===== src/rtl/mpu_load_sched.sv =====
// Load scheduler for the matrix unit: queues load commands, issues them one at a time
// to the load unit, and tracks which matrix registers hold live data.

package global_defs;
  localparam int MATRIX_REG_SIZE = 3;
  localparam int MBITS           = 3;
  localparam int NBITS           = 3;
  localparam int M               = 2**MBITS;
  localparam int N               = 2**NBITS;
endpackage

// One busy flag per matrix register; a set in the same cycle as a clear wins.
module mpu_busy_cell (
  input  logic clk,
  input  logic rst,
  input  logic set,
  input  logic clr,
  output logic busy
);
  always_ff @(posedge clk or negedge rst) begin
    if (!rst)      busy <= 1'b0;
    else if (set)  busy <= 1'b1;
    else if (clr)  busy <= 1'b0;
  end
endmodule

module mpu_load_sched
  import global_defs::*;
#(
  parameter int QDEPTH  = 4,
  parameter int TIMEOUT = 16,
  localparam int NREG   = 2**MATRIX_REG_SIZE
) (
  input  logic                       clk,
  input  logic                       rst,
  input  logic                       cmd_valid_in,
  output logic                       cmd_ready_out,
  input  logic [MATRIX_REG_SIZE-1:0] cmd_addr_in,
  input  logic [MBITS:0]             cmd_m_in,
  input  logic [NBITS:0]             cmd_n_in,
  output logic                       load_en_out,
  output logic [MATRIX_REG_SIZE-1:0] load_addr_out,
  output logic [MBITS:0]             load_m_out,
  output logic [NBITS:0]             load_n_out,
  input  logic                       load_ack_in,
  input  logic                       load_error_in,
  input  logic                       release_in,
  input  logic [MATRIX_REG_SIZE-1:0] release_addr_in,
  output logic [NREG-1:0]            busy_out,
  output logic                       done_valid_out,
  output logic [MATRIX_REG_SIZE-1:0] done_addr_out,
  output logic                       done_error_out
);

  localparam int PW = $clog2(QDEPTH);
  localparam int CW = MBITS + NBITS + 2;
  localparam int TW = $clog2(TIMEOUT + 1);

  typedef struct packed {
    logic [MATRIX_REG_SIZE-1:0] addr;
    logic [MBITS:0]             m;
    logic [NBITS:0]             n;
  } cmd_t;

  typedef enum logic [1:0] {S_IDLE, S_ISSUE, S_STREAM, S_DONE} state_t;

  state_t        state;
  cmd_t          iss;
  logic          err_r;
  logic [TW-1:0] tmo_cnt;
  logic [CW-1:0] elem_cnt;

  // ---------------- command FIFO (extra pointer bit tells full from empty)
  cmd_t          fifo_q [QDEPTH];
  logic [PW:0]   wr_ptr, rd_ptr;
  logic          full, empty, push, pop;
  cmd_t          head, cmd_in;

  assign full   = (wr_ptr[PW] != rd_ptr[PW]) && (wr_ptr[PW-1:0] == rd_ptr[PW-1:0]);
  assign empty  = (wr_ptr == rd_ptr);
  assign head   = fifo_q[rd_ptr[PW-1:0]];
  assign cmd_in = '{addr: cmd_addr_in, m: cmd_m_in, n: cmd_n_in};

  assign cmd_ready_out = ~full;
  assign push = cmd_valid_in & ~full;
  // Head-of-line blocking: a busy destination stalls the whole queue.
  assign pop  = (state == S_IDLE) & ~empty & ~busy_out[head.addr];

  always_ff @(posedge clk) begin
    if (push) fifo_q[wr_ptr[PW-1:0]] <= cmd_in;
  end

  always_ff @(posedge clk or negedge rst) begin
    if (!rst) begin
      wr_ptr <= '0;
      rd_ptr <= '0;
    end else begin
      if (push) wr_ptr <= wr_ptr + 1'b1;
      if (pop)  rd_ptr <= rd_ptr + 1'b1;
    end
  end

  // ---------------- completion conditions
  logic [CW-1:0] mn;
  logic          tmo_hit, iss_fail, strm_end, strm_bad, err_done, active;

  assign mn       = CW'(iss.m) * CW'(iss.n);
  assign tmo_hit  = (tmo_cnt == TW'(TIMEOUT - 1));
  assign iss_fail = (state == S_ISSUE) & (load_error_in | (~load_ack_in & tmo_hit));
  assign strm_end = (state == S_STREAM) & ~load_ack_in;
  assign strm_bad = (elem_cnt != mn);
  assign err_done = iss_fail | (strm_end & strm_bad);
  assign active   = (state == S_ISSUE) | (state == S_STREAM);

  // ---------------- FSM
  always_ff @(posedge clk or negedge rst) begin
    if (!rst) begin
      state    <= S_IDLE;
      iss      <= '0;
      err_r    <= 1'b0;
      tmo_cnt  <= '0;
      elem_cnt <= '0;
    end else begin
      case (state)
        S_IDLE: if (pop) begin
          iss     <= head;
          err_r   <= 1'b0;
          tmo_cnt <= '0;
          state   <= S_ISSUE;
        end
        S_ISSUE: begin
          tmo_cnt <= tmo_cnt + 1'b1;
          if (load_error_in) begin
            err_r <= 1'b1;
            state <= S_DONE;
          end else if (load_ack_in) begin
            elem_cnt <= CW'(1);
            state    <= S_STREAM;
          end else if (tmo_hit) begin
            err_r <= 1'b1;
            state <= S_DONE;
          end
        end
        S_STREAM: begin
          if (load_ack_in) elem_cnt <= elem_cnt + 1'b1;
          else begin
            err_r <= strm_bad;
            state <= S_DONE;
          end
        end
        S_DONE:  state <= S_IDLE;
        default: state <= S_IDLE;
      endcase
    end
  end

  // ---------------- per-register busy tracking
  for (genvar g = 0; g < NREG; g++) begin : g_reg
    logic hit_iss, set_g, clr_g;
    assign hit_iss = (iss.addr == MATRIX_REG_SIZE'(g));
    assign set_g   = pop & (head.addr == MATRIX_REG_SIZE'(g));
    // A release aimed at the in-flight register is dropped; failed loads free it.
    assign clr_g   = (err_done & hit_iss) |
                     (release_in & (release_addr_in == MATRIX_REG_SIZE'(g)) & ~(active & hit_iss));
    mpu_busy_cell u_cell (
      .clk  (clk),
      .rst  (rst),
      .set  (set_g),
      .clr  (clr_g),
      .busy (busy_out[g])
    );
  end

  // ---------------- outputs decoded from state and issue registers
  assign load_en_out    = (state == S_ISSUE);
  assign load_addr_out  = iss.addr;
  assign load_m_out     = iss.m;
  assign load_n_out     = iss.n;
  assign done_valid_out = (state == S_DONE);
  assign done_addr_out  = iss.addr;
  assign done_error_out = (state == S_DONE) & err_r;

endmodule


===== config.mk =====
export PLATFORM = sky130hd
export DESIGN_NAME = mpu_load_sched
export DESIGN_NICKNAME = d
export VERILOG_FILES = /design/src/rtl/mpu_load_sched.sv
export SDC_FILE = /design/constraint.sdc
export NUM_CORES = 1
export LEC_CHECK = 0
export CAP_MARGIN = 20
export CORE_UTILIZATION = 57
export CTS_BUF_LIST = sky130_fd_sc_hd__clkbuf_4 sky130_fd_sc_hd__clkbuf_8 sky130_fd_sc_hd__clkbuf_16
export DETAILED_ROUTE_END_ITERATION = 8
export HOLD_SLACK_MARGIN = 0.05
export PLACE_DENSITY = 0.9
export SLEW_MARGIN = 30
export SYNTH_ARGS = -nofsm -noshare
export SYNTH_HDL_FRONTEND = slang
export SYNTH_SLANG_ARGS = --single-unit

===== constraint.sdc =====
create_clock -name clk -period 4.29 [get_ports clk]
set_input_delay 0.6435 -clock clk [delete_from_list [all_inputs] [get_ports clk]]
set_output_delay 0.6435 -clock clk [all_outputs]
set_load 0.05 [all_outputs]

Word level (Yosys, flattened, before mapping)
Memory sizes are Yosys's and may differ from the RTL's.
Index checks and enable logic that the tools add are counted.

storage, ports and cells
  input bits = 20
  logic and storage cells = 191
  memory bits (writable) = 44
  register bits = 41
  memories = 1

memory list
  memory  depth  bits a word  read ports  clocked after memory_dff  wr ports  line  text
  fifo_q  4      11           1           0                         1         74    cmd_t fifo_q [QDEPTH];

operators by class
  add/sub/neg operators = 4
  $mul = 1
  $lt $le $gt $ge = 1
  bitwise logic cells = 71
  eq/ne operators = 37
  multiplexer cells = 38
  reduce and logical (&&, ||, !) cells = 21

operator list
  kind                                                  number
  AND 1 bit                                             48
  equality test 3 bit (second input constant)           12
  two-way mux 1 bit                                     24
  two-way mux 8 bit                                     3
  nonzero test 2 bit                                    10
  equality test 3 x 2 -> 1 bit (second input constant)  6
  one-hot mux 8 bit (2 select lines)                    1
  NOT 1 bit                                             12
  bitwise OR 1 bit                                      11
  two-way mux 2 bit                                     5
  one-hot mux 5 bit (2 select lines)                    1
  equality test 3 x 1 -> 1 bit (second input constant)  3
  logical NOT 3 bit                                     3
  adder 8 x 1 -> 8 bit (second input constant)          1
  multiplier 4 x 4 -> 8 bit                             1
  inequality test 2 bit (second input constant)         4
  inequality test 8 bit                                 1
  one-hot mux 2 bit (4 select lines)                    1
  adder 3 x 1 -> 3 bit (second input constant)          2
  adder 5 x 1 -> 5 bit (second input constant)          1
  equality test 5 x 4 -> 1 bit (second input constant)  1
  two-way mux 5 bit                                     1
  AND reduction 5 bit                                   1
  equality test 2 bit (second input constant)           2
  17 further kinds                                      18

Depth between registers and ports, before layout
Gate-level depths: netlist of run 1.

  depth in word-level cells = 9
  gate-level depth with buffers = 12

Cells and area by module
A second synthesis of run 1 with hierarchy kept.

unflattened totals
  cells, all modules = 366
  area, all modules = 4543.1 um2

modules (own cells, without submodules)
  module          area an instance (um2)  seq. area each (um2)  cells each  times used
  mpu_load_sched  4252.8                  2147.1                342         1
  mpu_busy_cell   36.3                    25.0                  3           8

Worst setup path before layout of run 1
No wires, ideal clock.

  path type = register to register
  from = reg iss, in the netlist load_m_out[0]
  to = reg g_reg[4].u_cell.busy
  clock period less this slack = 3.692 ns
  data arrival time = 3.625 ns
  stages on the path, launching flop included = 12
  slack = 0.598 ns
  data required time = 4.223 ns
  setup time = 0.067 ns
  path through = dfrtp_1 > nand2_1 > fa_1 > fa_1 > inv_1 > fa_1 > xnor2_1 > xnor2_1 > nor4_1 > nand4_1 > o311ai_0 > a32o_1

on the way
  cells in the longest elaborated chain, start to end = 7

ends and longest elaborated chain
  element                              line  text
  start, declared                      68    cmd_t iss;
  start signal, assigned               119   iss <= '0;
  start signal, assigned               126   iss <= head;
  multiplier 4 x 4 -> 8 bit            107   assign mn = CW'(iss.m) * CW'(iss.n);
  inequality test 8 bit                111   assign strm_bad = (elem_cnt != mn);
  AND 1 bit                            112   assign err_done = iss_fail | (strm_end & strm_bad);
  bitwise OR 1 bit                     112
  AND 1 bit                            163   assign clr_g = (err_done & hit_iss) |
  bitwise OR 1 bit                     163
  nonzero test 2 bit (no source line)  --
  end signal, assigned                 21    if (!rst) busy <= 1'b0;
  end signal, assigned                 22    else if (set) busy <= 1'b1;
  end signal, assigned                 23    else if (clr) busy <= 1'b0;
  end, declared                        18    output logic busy

No other way between the ends.
A chain may end at the register's enable or synchronous reset.

Final worst setup path of run 1
  from = reg iss, in the netlist load_n_out[3]
  to = reg g_reg[6].u_cell.busy

on the way
  cells in the longest elaborated chain, start to end = 7

ends and longest elaborated chain
  element                              line
  multiplier 4 x 4 -> 8 bit            107
  inequality test 8 bit                111
  AND 1 bit                            112
  bitwise OR 1 bit                     112
  AND 1 bit                            163
  bitwise OR 1 bit                     163
  nonzero test 2 bit (no source line)  --
  end signal, assigned                 21
  end signal, assigned                 22
  end signal, assigned                 23
  end, declared                        18

No other way between the ends.

==> impl_summary.md, run 1 <==
Run status
The flow ran to the end, and the final reports show no timing, DRC or antenna violations.

Critical path
The kind of start point of the critical path is a register. The worst path required time is 4.59 ns. In this design, the critical path's most frequently occurring cell is sky130_fd_sc_hd__fa_1.

Data arrives at the worst endpoint at 4.06 ns. Counting both buffers and inverters, the worst setup path holds a total of 1. The signal on the critical path passes through nand2_1 -> fa_1 -> fa_1 -> inv_1 -> fa_1 -> xnor2_1 -> xnor2_1 -> nor4_1 -> nand4_1 -> o311ai_0 -> a32o_1. The critical path runs through a total of 11 cells. The slowest cell on the critical path is sky130_fd_sc_hd__fa_1. The sort of element at the end of the critical path is a register. Measured in cells, the most critical reg-to-reg path has a length of 11. The worst setup path category is register to register.

The largest incremental delay on the critical path is 0.54 ns. The highest fanout seen on the critical path is 9. On the critical path the largest part of the delay comes from adder cells.

Synthesis
The area of the mapped netlist is 4700 um2. The post-synthesis sequential area ratio is 0.500. The number of different library cells used by synthesis comes to 50. The number of enable flip-flop cells after synthesis is 44. The post-synthesis instance total is 382. The fraction of synthesis flops using an asynchronous set or reset pin is 0.482. The flop and latch count out of synthesis is 85.

The number of warning messages in the yosys log is 0. Of all cell types, the one taking the most synthesized area is sky130_fd_sc_hd__edfxtp_1. Ranked by total cell area, the synthesized netlist is headed by sky130_fd_sc_hd__edfxtp_1 28%, sky130_fd_sc_hd__dfrtp_1 22%, sky130_fd_sc_hd__ha_1 6.4%. The leading register cell type out of synthesis is sky130_fd_sc_hd__edfxtp_1. Of the post-synthesis cell area, the dominant cell type holds 0.281.

The synthesized net count is 430. A synthesized cell averages 12.3 um2.

Finish
Once layout is complete, the cells apart from fillers number 525. The register area is 2350 um2. In the layout the commonest cells are 44 x sky130_fd_sc_hd__edfxtp_1, 44 x sky130_fd_sc_hd__clkdlybuf4s50_1, 41 x sky130_fd_sc_hd__dfrtp_1. From synthesis to final layout, the design area changed by 13.4%. The number of nets in the layout is 466. The layout has 575 filler cells. The cell area after layout is 5330 um2. The antenna diode instance count is 0. In the final layout, the multi-input gates occupy 2130 um2. At the end of the flow the core is filled with cells to 0.679. The share of post-route cells with drive strength above 1 is 0.123.

Route
After detailed routing, the number of remaining DRC violations is 0. Dividing the detail-routed wire length by the instance count gives 17.0 um. In the routed layout, each cell is associated on average with a via count of 5.83. Wires add up to 8910 um. The count of nets left with antenna violations once routing finished came out at 0. The total vias in the final route is 3,063. The DRC violation total after the first TritonRoute iteration is 180. The first TritonRoute pass finished after 5 iterations.

STA
Measured against its own limit, the worst slew margin works out to 0.403. The final max-slew violation count is 0. Counting I/O delays and the setup requirement, the final critical path takes 3.76 ns. On the final layout, the worst hold slack is 0.251 ns. The slew of the pin with the lowest slew margin is 0.895 ns. Setup repair after global routing left no endpoint under its margin.

The ratio of final minimum period to clock period is 0.876. Summed over all failing endpoints, the final setup total negative slack is 0 ns. The final-report setup violation count is 0. The total count of hold-check failures in the final report is 0. The timing-limited maximum frequency is 266 MHz. Across the routed clock network, the largest skew measured is 0.00961 ns.

Clocking
In this run the number of H-tree levels came out at 3. The hold buffer count at CTS is 0. The cell sitting at the root of the clock tree is a sky130_fd_sc_hd__clkbuf_8.

The clock passes through at most 2 buffers. The clock sink count is 85. Clock-pin slew was measured on the worst setup and hold paths at 0.09 ns. The worst-skew pair later-pin latency is 0.36 ns. Buffers inserted during clock tree synthesis total 9. The number of post-CTS setup repair buffers is 0.

In this run, post-CTS repair resized a total of 0 instances. TritonCTS built the clock tree.

Floorplanning
Pin placement for this block handled 46 I/O pins. The die footprint is 8610 um2. The initial core utilization is 0.599. The region available for standard cell placement spans 7850 um2. From left edge to right edge, the die measures 92.8 um. In this run the core area contains 32 standard-cell rows. The die height is 92.8 um.

Global route
Across every metal layer, demand over resource in global routing totals 0.225. The via count of the first global-routing pass is 3,002. The initial antenna violation count came to 0. The largest net degree at the start of global routing is 42. The first-pass GRT wire length is 14,600 um.

The final global-route overflow total is 0.

Power and ir drop
The worst-case IR drop observed on VDD is 0.000417 V. The total power density per cell area is 834 nW/um2. The standby leakage power is 2.16 nW.

Placement
The number of port buffers is 45. The number of cells in the design after placement is 509. The cell area after placement is 5140 um2. The wire-length estimate of the detail-placed layout is 6530 um. The congestion estimate from routability-driven global placement came to 0.865.

Job
The number of violations of the max-capacitance limit is 0.

Min path
The path class of the tightest hold or removal check is primary input to asynchronous set/reset pin.
synthesized netlist by cell type, types with 12 or more instances:
| cell | n |
|---|---|
| sky130_fd_sc_hd__o21ai_0 | 19 |
| sky130_fd_sc_hd__and2_1 | 14 |
| sky130_fd_sc_hd__inv_1 | 24 |
| sky130_fd_sc_hd__ha_1 | 24 |
| sky130_fd_sc_hd__mux2_2 | 13 |
| sky130_fd_sc_hd__buf_4 | 12 |
| sky130_fd_sc_hd__xor2_1 | 14 |
| sky130_fd_sc_hd__nand2_1 | 28 |
| sky130_fd_sc_hd__edfxtp_1 | 44 |
| sky130_fd_sc_hd__dfrtp_1 | 41 |
| sky130_fd_sc_hd__mux4_2 | 12 |
| sky130_fd_sc_hd__nor2_1 | 18 |
power breakdown:
| part | switching, mW | internal (mW) |
|---|---|---|
| combinational | 1.47 | 1.06 |
| clock | 0.309 | 0.227 |
| sequential | 0.259 | 1.12 |
| total | 2.04 | 2.41 |
metrics by stage:
| stage | worst slack [ns] | total power, mW |
|---|---|---|
| after global placement | 0.739 | 3.81 |
| final | 0.533 | 4.45 |
| after global routing | 0.205 | 4.76 |
| after CTS | 0.578 | 4.45 |
| after floorplan | 0.598 | 3.33 |
| after detailed placement | 0.628 | 3.91 |
area by class of cell:
class / instances / share of cell area
multi-input combinational: 252 / 0.399
tap: 102 / 0.0239
clock buffer: 10 / 0.0246
inverter: 24 / 0.0169
clock inverter: 6 / 0.00986
timing repair buffer: 46 / 0.0854
sequential: 85 / 0.440
sequential cells by signal, indices dropped and copies added, names as in the netlist:
| register | flops |
|---|---|
| g.u_cell.busy | 8 |
| fifo_q | 44 |
| load_n_out | 4 |
| rd_ptr | 3 |
| err_r | 1 |
| state | 2 |
| tmo_cnt | 5 |
| wr_ptr | 3 |
| done_addr_out | 3 |
| elem_cnt | 8 |
| load_m_out | 4 |
cell families (layout without fill, tap and decap cells):
group,after synthesis,count (layout),synth area share
flops,85,85,0.500
fa+ha+maj,28,28,0.0810
xor+xnor,24,24,0.0447
compound gates,67,67,0.112
simple gates,101,101,0.109
mux,32,32,0.106
buf+inv,45,86,0.0479
worst reg2reg max path, stage by stage (launching register included):
cell and delay [ns]:
sky130_fd_sc_hd__dfrtp_1 0.43, sky130_fd_sc_hd__nand2_1 0.11, sky130_fd_sc_hd__fa_1 0.53, sky130_fd_sc_hd__fa_1 0.54, sky130_fd_sc_hd__inv_1 0.07, sky130_fd_sc_hd__fa_1 0.45, sky130_fd_sc_hd__xnor2_1 0.22, sky130_fd_sc_hd__xnor2_1 0.09
sky130_fd_sc_hd__nor4_1 0.27, sky130_fd_sc_hd__nand4_1 0.33, sky130_fd_sc_hd__o311ai_0 0.43, sky130_fd_sc_hd__a32o_1 0.23
final timing paths:
check                              start  slack, ns                   end
setup / recovery           load_n_out[3]       0.53  g_reg[6].u_cell.busy
hold / removal                       rst       0.25            tmo_cnt[3]
setup reg to reg           load_n_out[3]       0.53  g_reg[6].u_cell.busy
hold reg to reg                wr_ptr[2]       0.49             wr_ptr[2]
max in group asynchronous            rst       3.66             rd_ptr[0]
min in group clk               wr_ptr[2]       0.49             wr_ptr[2]
routing by layer:
| metal | share of wire | global-route usage |
|---|---|---|
| met1 | 0.43 | 0.291 |
| met2 | 0.50 | 0.376 |
| met3 | 0.050 | 0.0550 |
| met4 | 0.011 | 0.0705 |
| met5 | 0 | 0 |
No activity file was read; power rests on OpenSTA's default activity.
==> inputs of run 2 (changes only) <==
--- a/config.mk
+++ b/config.mk
@@ -14,4 +14,5 @@
 export SLEW_MARGIN = 30
 export SYNTH_ARGS = -nofsm -noshare
 export SYNTH_HDL_FRONTEND = slang
+export SYNTH_HIERARCHICAL = 1
 export SYNTH_SLANG_ARGS = --single-unit
==> run 2 against run 1 <==
Net effect: via count increased by 0.26%; sequential share of layout area increased by 0.69 points; flip-flop and latch count unchanged; synthesized cell count decreased by 4.2%; core utilization about the same; cell count decreased by 1.3%.
==> impl_summary.md, run 2 <==
Run status
The flow ran to the end, and the final reports show no timing, DRC or antenna violations.

Synthesis
The xor/xnor cell area share of the yosys netlist was 0.0424 (-0.00233). The synthesized net count was 414 (-3.7%). The number of warning messages in the yosys log is 6 (+6). The area share of and/or/nand/nor cells after synthesis is 0.111 (+0.00261).

The fraction of post-synthesis cell area in the top cell type by area is 0.291 (+0.00960). The area of the mapped netlist is 4540 um2 (-3.3%). The count of cell types in the netlist came to 53 (+6.0%). The post-synthesis instance total is 366 (-4.2%). The number of enable flip-flop cells after synthesis came to 44 (unchanged). The leading register cell type out of synthesis is sky130_fd_sc_hd__edfxtp_1. The adder-cell share of the synthesized area was 0.0837 (+0.00276). The proportion of synthesized area in mux cells is 0.0978 (-0.00796). The mean instance size in the synthesized netlist is 12.4 um2 (+0.92%). The dominant cell by count in the synthesized netlist is sky130_fd_sc_hd__edfxtp_1. sky130_fd_sc_hd__edfxtp_1 takes more of the synthesized area than any other cell. Ranked by total cell area, the synthesized netlist is headed by sky130_fd_sc_hd__edfxtp_1 29%, sky130_fd_sc_hd__dfrtp_1 23%, sky130_fd_sc_hd__ha_1 6.6%. The flop and latch count out of synthesis is 85 (unchanged).

The fraction of synthesis flops using an asynchronous set or reset pin was 0.482 (unchanged). By count the netlist is led by 44 x sky130_fd_sc_hd__edfxtp_1, 41 x sky130_fd_sc_hd__dfrtp_1, 29 x sky130_fd_sc_hd__nand2_1, 26 x sky130_fd_sc_hd__inv_1, 24 x sky130_fd_sc_hd__ha_1. The compound-gate portion of the synthesized area is 0.107 (-0.00498). The post-synthesis sequential area ratio is 0.517 (+0.0171). By area, the combinational part of the netlist is dominated by simple AND/OR/NAND/NOR gates.

Clocking
The clock transition at the register clock pins on the worst setup and hold paths after CTS is 0.10 ns (about the same). The buffer levels on the longest clock path came to 2 (unchanged). The tree is rooted in a sky130_fd_sc_hd__clkbuf_8. The hold buffer count at CTS was 0 (unchanged). The depth of the CTS H-tree is 3 (unchanged). The worst-skew pair later-pin latency came to 0.36 ns (about the same). The number of post-CTS setup repair buffers is 0 (unchanged). The CTS tree is done.

The clock sink count is 85 (unchanged). The CTS buffer count was 9 (unchanged).

Finish
The number of nets in the layout was 459 (-1.5%). The flip-flop count of the largest register, all copies and words added is 44 (unchanged). The area added between synthesis and finish is 15.5%. The library cells used most frequently in the layout, excluding fill and tap cells, are 44 x sky130_fd_sc_hd__edfxtp_1, 44 x sky130_fd_sc_hd__clkdlybuf4s50_1, 41 x sky130_fd_sc_hd__dfrtp_1. The number of filler cells placed in the layout is 523 (-9.0%).

The antenna diode instance count came to 0 (unchanged). The share of post-route cells with drive strength above 1 is 0.111 (-0.0124). The footprint of the multi-input gates is 2010 um2 (-5.2%). The register area is 2350 um2 (unchanged).

Critical path
The kind of start point of the critical path is a register. The sort of element at the end of the critical path is a register. The worst setup path category is register to register. The highest fanout seen on the critical path is 8 (-1).

The arrival time at the worst endpoint came to 4.21 ns (+0.15 ns). The worst path required time is 4.55 ns (-0.04 ns).

STA
The timing-limited maximum frequency was 253 MHz (-4.9%). The final critical path time including I/O delays and setup is 3.95 ns (+0.194 ns). The slew of the pin with the lowest slew margin is 0.757 ns (-0.138 ns). The final sum of negative setup slack is 0 ns (unchanged).

The final-report setup violation count is 0 (unchanged). The worst clock skew on the final layout is 0.0165 ns (+0.00686 ns). The final max-slew violation count is 0 (unchanged). The worst hold-check slack is 0.255 ns (+0.00454 ns). The total count of hold-check failures in the final report is 0 (unchanged).

Setup repair after global routing left no endpoint under its margin. The ratio of final minimum period to clock period is 0.921 (+0.0452). The worst slew slack as a fraction of its limit is 0.495 (+0.0919).

Job
The number of violations of the max-capacitance limit is 0 (unchanged).

Floorplanning
The count of pins on the block boundary is 46 (unchanged). The die boundary width is 91.3 um (-1.6%). The initial core utilization is 0.588 (-0.0108). The number of core rows came to 32 (unchanged). The die height is 91.3 um (-1.6%). The core footprint is 7730 um2 (-1.5%).

The die footprint came to 8330 um2 (-3.2%).

Route
The routed wire length is 8670 um (-2.7%). The antenna violation net count after detailed routing is 0 (unchanged). The length of the first detailed-routing pass in iterations is 4 (-1). The DRC violation total after the first TritonRoute iteration is 124 (-31%). The routed wirelength normalized by instance count is 16.7 um (-1.4%). The total vias in the final route is 3,071 (+0.26%). The average via count per standard cell is 5.93 (+1.6%). The remaining design rule violation count is 0 (unchanged).

Global route
The first-pass GRT wire length was 14,400 um (-1.5%). The final global-route overflow total came to 0 (unchanged). The initial antenna violation count is 0 (unchanged). The largest net degree at the start of global routing is 42 (unchanged). The via count of the first global-routing pass was 3,063 (+2.0%). The global-route total usage across every layer is 0.222 (-0.00312).

Min path
The path class of the lowest-slack min-delay path is primary input to asynchronous set/reset pin.

Placement
The routability congestion estimate from global placement is 0.864 (-0.15%). The number of port buffers was 45 (unchanged). The post-DP HPWL is 6190 um (-5.2%).
-- run 2: worst paths after layout --
path                                        end  slack [ns]          start  cells after the start
min in group clk                      rd_ptr[2]        0.51      rd_ptr[2]                      1
min reg2reg                           rd_ptr[2]        0.51      rd_ptr[2]                      1
max                        g_reg[7].u_cell/busy        0.34  load_m_out[0]                     13
max in group asynchronous         load_m_out[1]        3.65            rst                      1
max reg2reg                g_reg[7].u_cell/busy        0.34  load_m_out[0]                     13
min                        g_reg[2].u_cell/busy        0.26            rst                      1
-- run 2: area by class of cell --
type                       instances  share of cell area
tap                              102              0.0243
sequential                        85               0.447
multi-input combinational        243               0.384
timing repair buffer              46              0.0868
inverter                          26              0.0186
clock inverter                     7              0.0155
clock buffer                       9              0.0236
-- run 2: kinds of logic after synthesis --
group | Yosys count
simple gates | 99
flops | 85
compound gates | 66
buf+inv | 38
mux | 28
fa+ha+maj | 28
xor+xnor | 22
-- run 2: worst max-delay path, cell delays in order, from the launching register on --
cell                       delay [ns]
sky130_fd_sc_hd__dfrtp_1         0.42
sky130_fd_sc_hd__nand2_1         0.10
sky130_fd_sc_hd__fa_1            0.51
sky130_fd_sc_hd__fa_1            0.54
sky130_fd_sc_hd__inv_1           0.07
sky130_fd_sc_hd__ha_1            0.28
sky130_fd_sc_hd__a211oi_1        0.48
sky130_fd_sc_hd__nor4bb_1        0.14
sky130_fd_sc_hd__a211o_1         0.30
sky130_fd_sc_hd__o211ai_1        0.27
sky130_fd_sc_hd__a21oi_2         0.19
sky130_fd_sc_hd__o32ai_1         0.33
sky130_fd_sc_hd__inv_1           0.07
sky130_fd_sc_hd__a21o_1          0.16
-- run 2: what timing repair did --
action                                 in CTS  in global routing
endpoints found under the hold margin       0                  0
setup endpoints to repair                   0                  6
resized for setup                           0                  1
-- run 2: metrics by stage --
stage,cells,instance area (um2),util,setup WS [ns]
global route,518,5250,0.679,0.0814
finish,518,5250,0.679,0.339
CTS,518,5240,0.678,0.306
global placement,502,5040,0.652,0.555
floorplan,366,4540,-,0.390
detailed placement,502,5040,0.652,0.339
-- run 2: per-layer routing --
| metal | GRT usage | share of wire |
|---|---|---|
| met1 | 0.258 | 0.40 |
| met2 | 0.409 | 0.54 |
| met3 | 0.0385 | 0.038 |
| met4 | 0.0847 | 0.022 |
| met5 | 0 | 0 |
Power of run 2 is left out: the tool's default activity adds up to more than one toggle a clock period on the data nets, which glitch-free logic cannot reach.
==> inputs of run 3 (changes only) <==
--- a/config.mk
+++ b/config.mk
@@ -6,11 +6,11 @@
 export NUM_CORES = 1
 export LEC_CHECK = 0
 export CAP_MARGIN = 20
-export CORE_UTILIZATION = 57
-export CTS_BUF_LIST = sky130_fd_sc_hd__clkbuf_4 sky130_fd_sc_hd__clkbuf_8 sky130_fd_sc_hd__clkbuf_16
+export CORE_UTILIZATION = 53
+export CTS_BUF_LIST = sky130_fd_sc_hd__clkbuf_4
 export DETAILED_ROUTE_END_ITERATION = 8
 export HOLD_SLACK_MARGIN = 0.05
-export PLACE_DENSITY = 0.9
+export PLACE_DENSITY = 0.88
 export SLEW_MARGIN = 30
 export SYNTH_ARGS = -nofsm -noshare
 export SYNTH_HDL_FRONTEND = slang
==> constraint.sdc (replaced) <==
create_clock -name clk -period 3.3 [get_ports clk]
set_input_delay 0.495 -clock clk [delete_from_list [all_inputs] [get_ports clk]]
set_output_delay 0.495 -clock clk [all_outputs]
set_load 0.05 [all_outputs]
==> run 3 against run 2 <==
Net effect: clock skew is 0.0046 ns higher; worst setup slack lost 0.55 ns; critical endpoint unchanged; count of clock-buffer cells in the layout stayed put; critical path depth increased by 1; global-route usage fell by 0.51 points; the run now ends with setup timing left; flip-flop and latch count did not move.
==> impl_summary.md, run 3 (synthesis gave the netlist of run 2 again) <==
Route
The antenna violation net count after detailed routing is 0 (unchanged). The average via count per standard cell is 5.82 (-1.9%). The total vias in the final route came to 3,147 (+2.5%).

The DRC violation total after the first TritonRoute iteration is 136 (+9.7%). The routed wire length is 8870 um (+2.4%). The length of the first detailed-routing pass in iterations is 5 (+1).

The remaining design rule violation count is 0 (unchanged). The routed wirelength normalized by instance count came to 16.4 um (-2.0%).

Critical path
The arrival time at the worst endpoint is 3.83 ns (-0.38 ns). The worst setup path category is register to register. The worst path required time is 3.62 ns (-0.93 ns). STA classifies the critical path startpoint as a register. The highest fanout seen on the critical path came to 8 (unchanged). The worst setup path is captured at a register.

Floorplanning
The initial core utilization is 0.550 (-0.0378). The core footprint was 8260 um2 (+6.9%). The die height is 94.6 um (+3.6%). The die boundary width came to 94.6 um (+3.6%). The number of core rows is 33 (+3.1%). The die footprint is 8950 um2 (+7.4%). The count of pins on the block boundary is 46 (unchanged).

Global route
The global-route total usage across every layer was 0.217 (-0.00515). The final global-route overflow total is 0 (unchanged). The via count of the first global-routing pass was 3,188 (+4.1%). The first-pass GRT wire length was 14,900 um (+3.6%). The initial antenna violation count is 0 (unchanged). The largest net degree at the start of global routing is 42 (unchanged).

STA
The worst-case setup margin in the final layout is -0.211 ns (-0.550 ns). The final critical path time including I/O delays and setup is 3.51 ns (-0.440 ns). Setup repair after global routing could not meet its margin everywhere. The final max-slew violation count is 0 (unchanged).

The worst slew slack as a fraction of its limit is 0.566 (+0.0710). The worst hold-check slack is 0.499 ns (+0.244 ns). The timing-limited maximum frequency is 285 MHz (+13%). The slew of the pin with the lowest slew margin is 0.651 ns (-0.107 ns).

The worst clock skew on the final layout came to 0.0211 ns (+0.00461 ns). The final-report setup violation count came to 8 (+8). The total count of hold-check failures in the final report was 0 (unchanged). The ratio of final minimum period to clock period is 1.06 (+0.143).

Placement
The number of port buffers came to 45 (unchanged). The cell area after placement is 5220 um2 (+3.6%). The post-DP HPWL is 6600 um (+6.7%). The routability congestion estimate from global placement is 0.884 (+2.4%).

Clocking
The tree is rooted in a sky130_fd_sc_hd__clkbuf_4. The CTS tree is done. The buffer levels on the longest clock path is 2 (unchanged).

The worst-skew pair later-pin latency is 0.42 ns (+0.06 ns). The clock transition at the register clock pins on the worst setup and hold paths after CTS is 0.13 ns (+0.03 ns). The CTS buffer count is 9 (unchanged).

The depth of the CTS H-tree is 3 (unchanged). The clock sink count is 85 (unchanged).

Finish
The library cells used most frequently in the layout, excluding fill and tap cells, are 44 x sky130_fd_sc_hd__edfxtp_1, 44 x sky130_fd_sc_hd__clkdlybuf4s50_1, 35 x sky130_fd_sc_hd__dfrtp_1. The share of post-route cells with drive strength above 1 came to 0.216 (+0.105). The number of filler cells placed in the layout is 594 (+14%). The antenna diode instance count is 0 (unchanged). The number of nets in the layout is 479 (+4.4%). The cell area after layout is 5480 um2 (+4.5%).

The share of the core filled with cells in the final layout is 0.664 (-0.0153). The flip-flop count of the largest register, all copies and words added is 44 (unchanged). From synthesis to final layout, the design area changed by 20.7%.

Run status
The run finished, with violations left. The final reports fail on setup timing.

Job
The number of violations of the max-capacitance limit is 0 (unchanged).

Min path
The path class of the lowest-slack min-delay path is register to register.
-- run 3: repair_timing --
action                                 CTS  global route
hold buffers                             0             1
pin swaps                               13             8
setup endpoints to repair                8             9
endpoints found under the hold margin    0            26
buffers inserted                         2             0
gates resized for setup                  7            13
-- run 3: worst paths after layout --
path                                        end  slack (ns)           from  depth (start not counted)
max reg2reg                g_reg[7].u_cell/busy       -0.21  load_n_out[1]                         14
min in group asynchronous  g_reg[1].u_cell/busy        0.57            rst                          2
max                        g_reg[7].u_cell/busy       -0.21  load_n_out[1]                         14
min                                   wr_ptr[2]        0.50      wr_ptr[2]                          1
max in group asynchronous         load_m_out[2]        2.32            rst                          2
min reg2reg                           wr_ptr[2]        0.50      wr_ptr[2]                          1
-- run 3: layout make-up --
| type | instances | area (um2) | area share |
|---|---|---|---|
| tap | 105 | 131 | 0.0240 |
| timing repair buffer | 66 | 608 | 0.111 |
| multi-input combinational | 243 | 2160 | 0.395 |
| clock inverter | 7 | 57.6 | 0.0105 |
| clock buffer | 9 | 67.6 | 0.0123 |
| inverter | 26 | 97.6 | 0.0178 |
| sequential | 85 | 2350 | 0.430 |
-- run 3: routing by layer --
| layer | vias up | track usage | part of all wire |
|---|---|---|---|
| li1 | 1467 | - | - |
| met1 | 1550 | 0.264 | 0.40 |
| met2 | 108 | 0.386 | 0.53 |
| met3 | 22 | 0.0435 | 0.047 |
| met4 | 0 | 0.0732 | 0.021 |
| met5 | - | 0 | 0 |
-- run 3: through the flow --
stage / cells / setup TNS [ns] / setup WS (ns)
floorplan: 366 / -0.361 / -0.134
global placement: 523 / -0.575 / -0.0897
detailed placement: 523 / -1.25 / -0.197
CTS: 540 / -0.536 / -0.0849
global route: 541 / -2.07 / -0.278
finish: 541 / -1.20 / -0.211
-- run 3: worst max-delay path, cell delays in order, from the launching register on --
cell                       delay (ns)
sky130_fd_sc_hd__dfrtp_2         0.38
sky130_fd_sc_hd__buf_4           0.13
sky130_fd_sc_hd__nand2_1         0.08
sky130_fd_sc_hd__fa_1            0.48
sky130_fd_sc_hd__inv_1           0.04
sky130_fd_sc_hd__ha_1            0.29
sky130_fd_sc_hd__ha_1            0.32
sky130_fd_sc_hd__o21ai_0         0.28
sky130_fd_sc_hd__nor4bb_1        0.12
sky130_fd_sc_hd__a211o_1         0.25
sky130_fd_sc_hd__o211ai_1        0.37
sky130_fd_sc_hd__a21oi_4         0.18
sky130_fd_sc_hd__o32ai_2         0.26
sky130_fd_sc_hd__inv_1           0.09
sky130_fd_sc_hd__a21o_1          0.16
Power of run 3 is left out for the same reason.
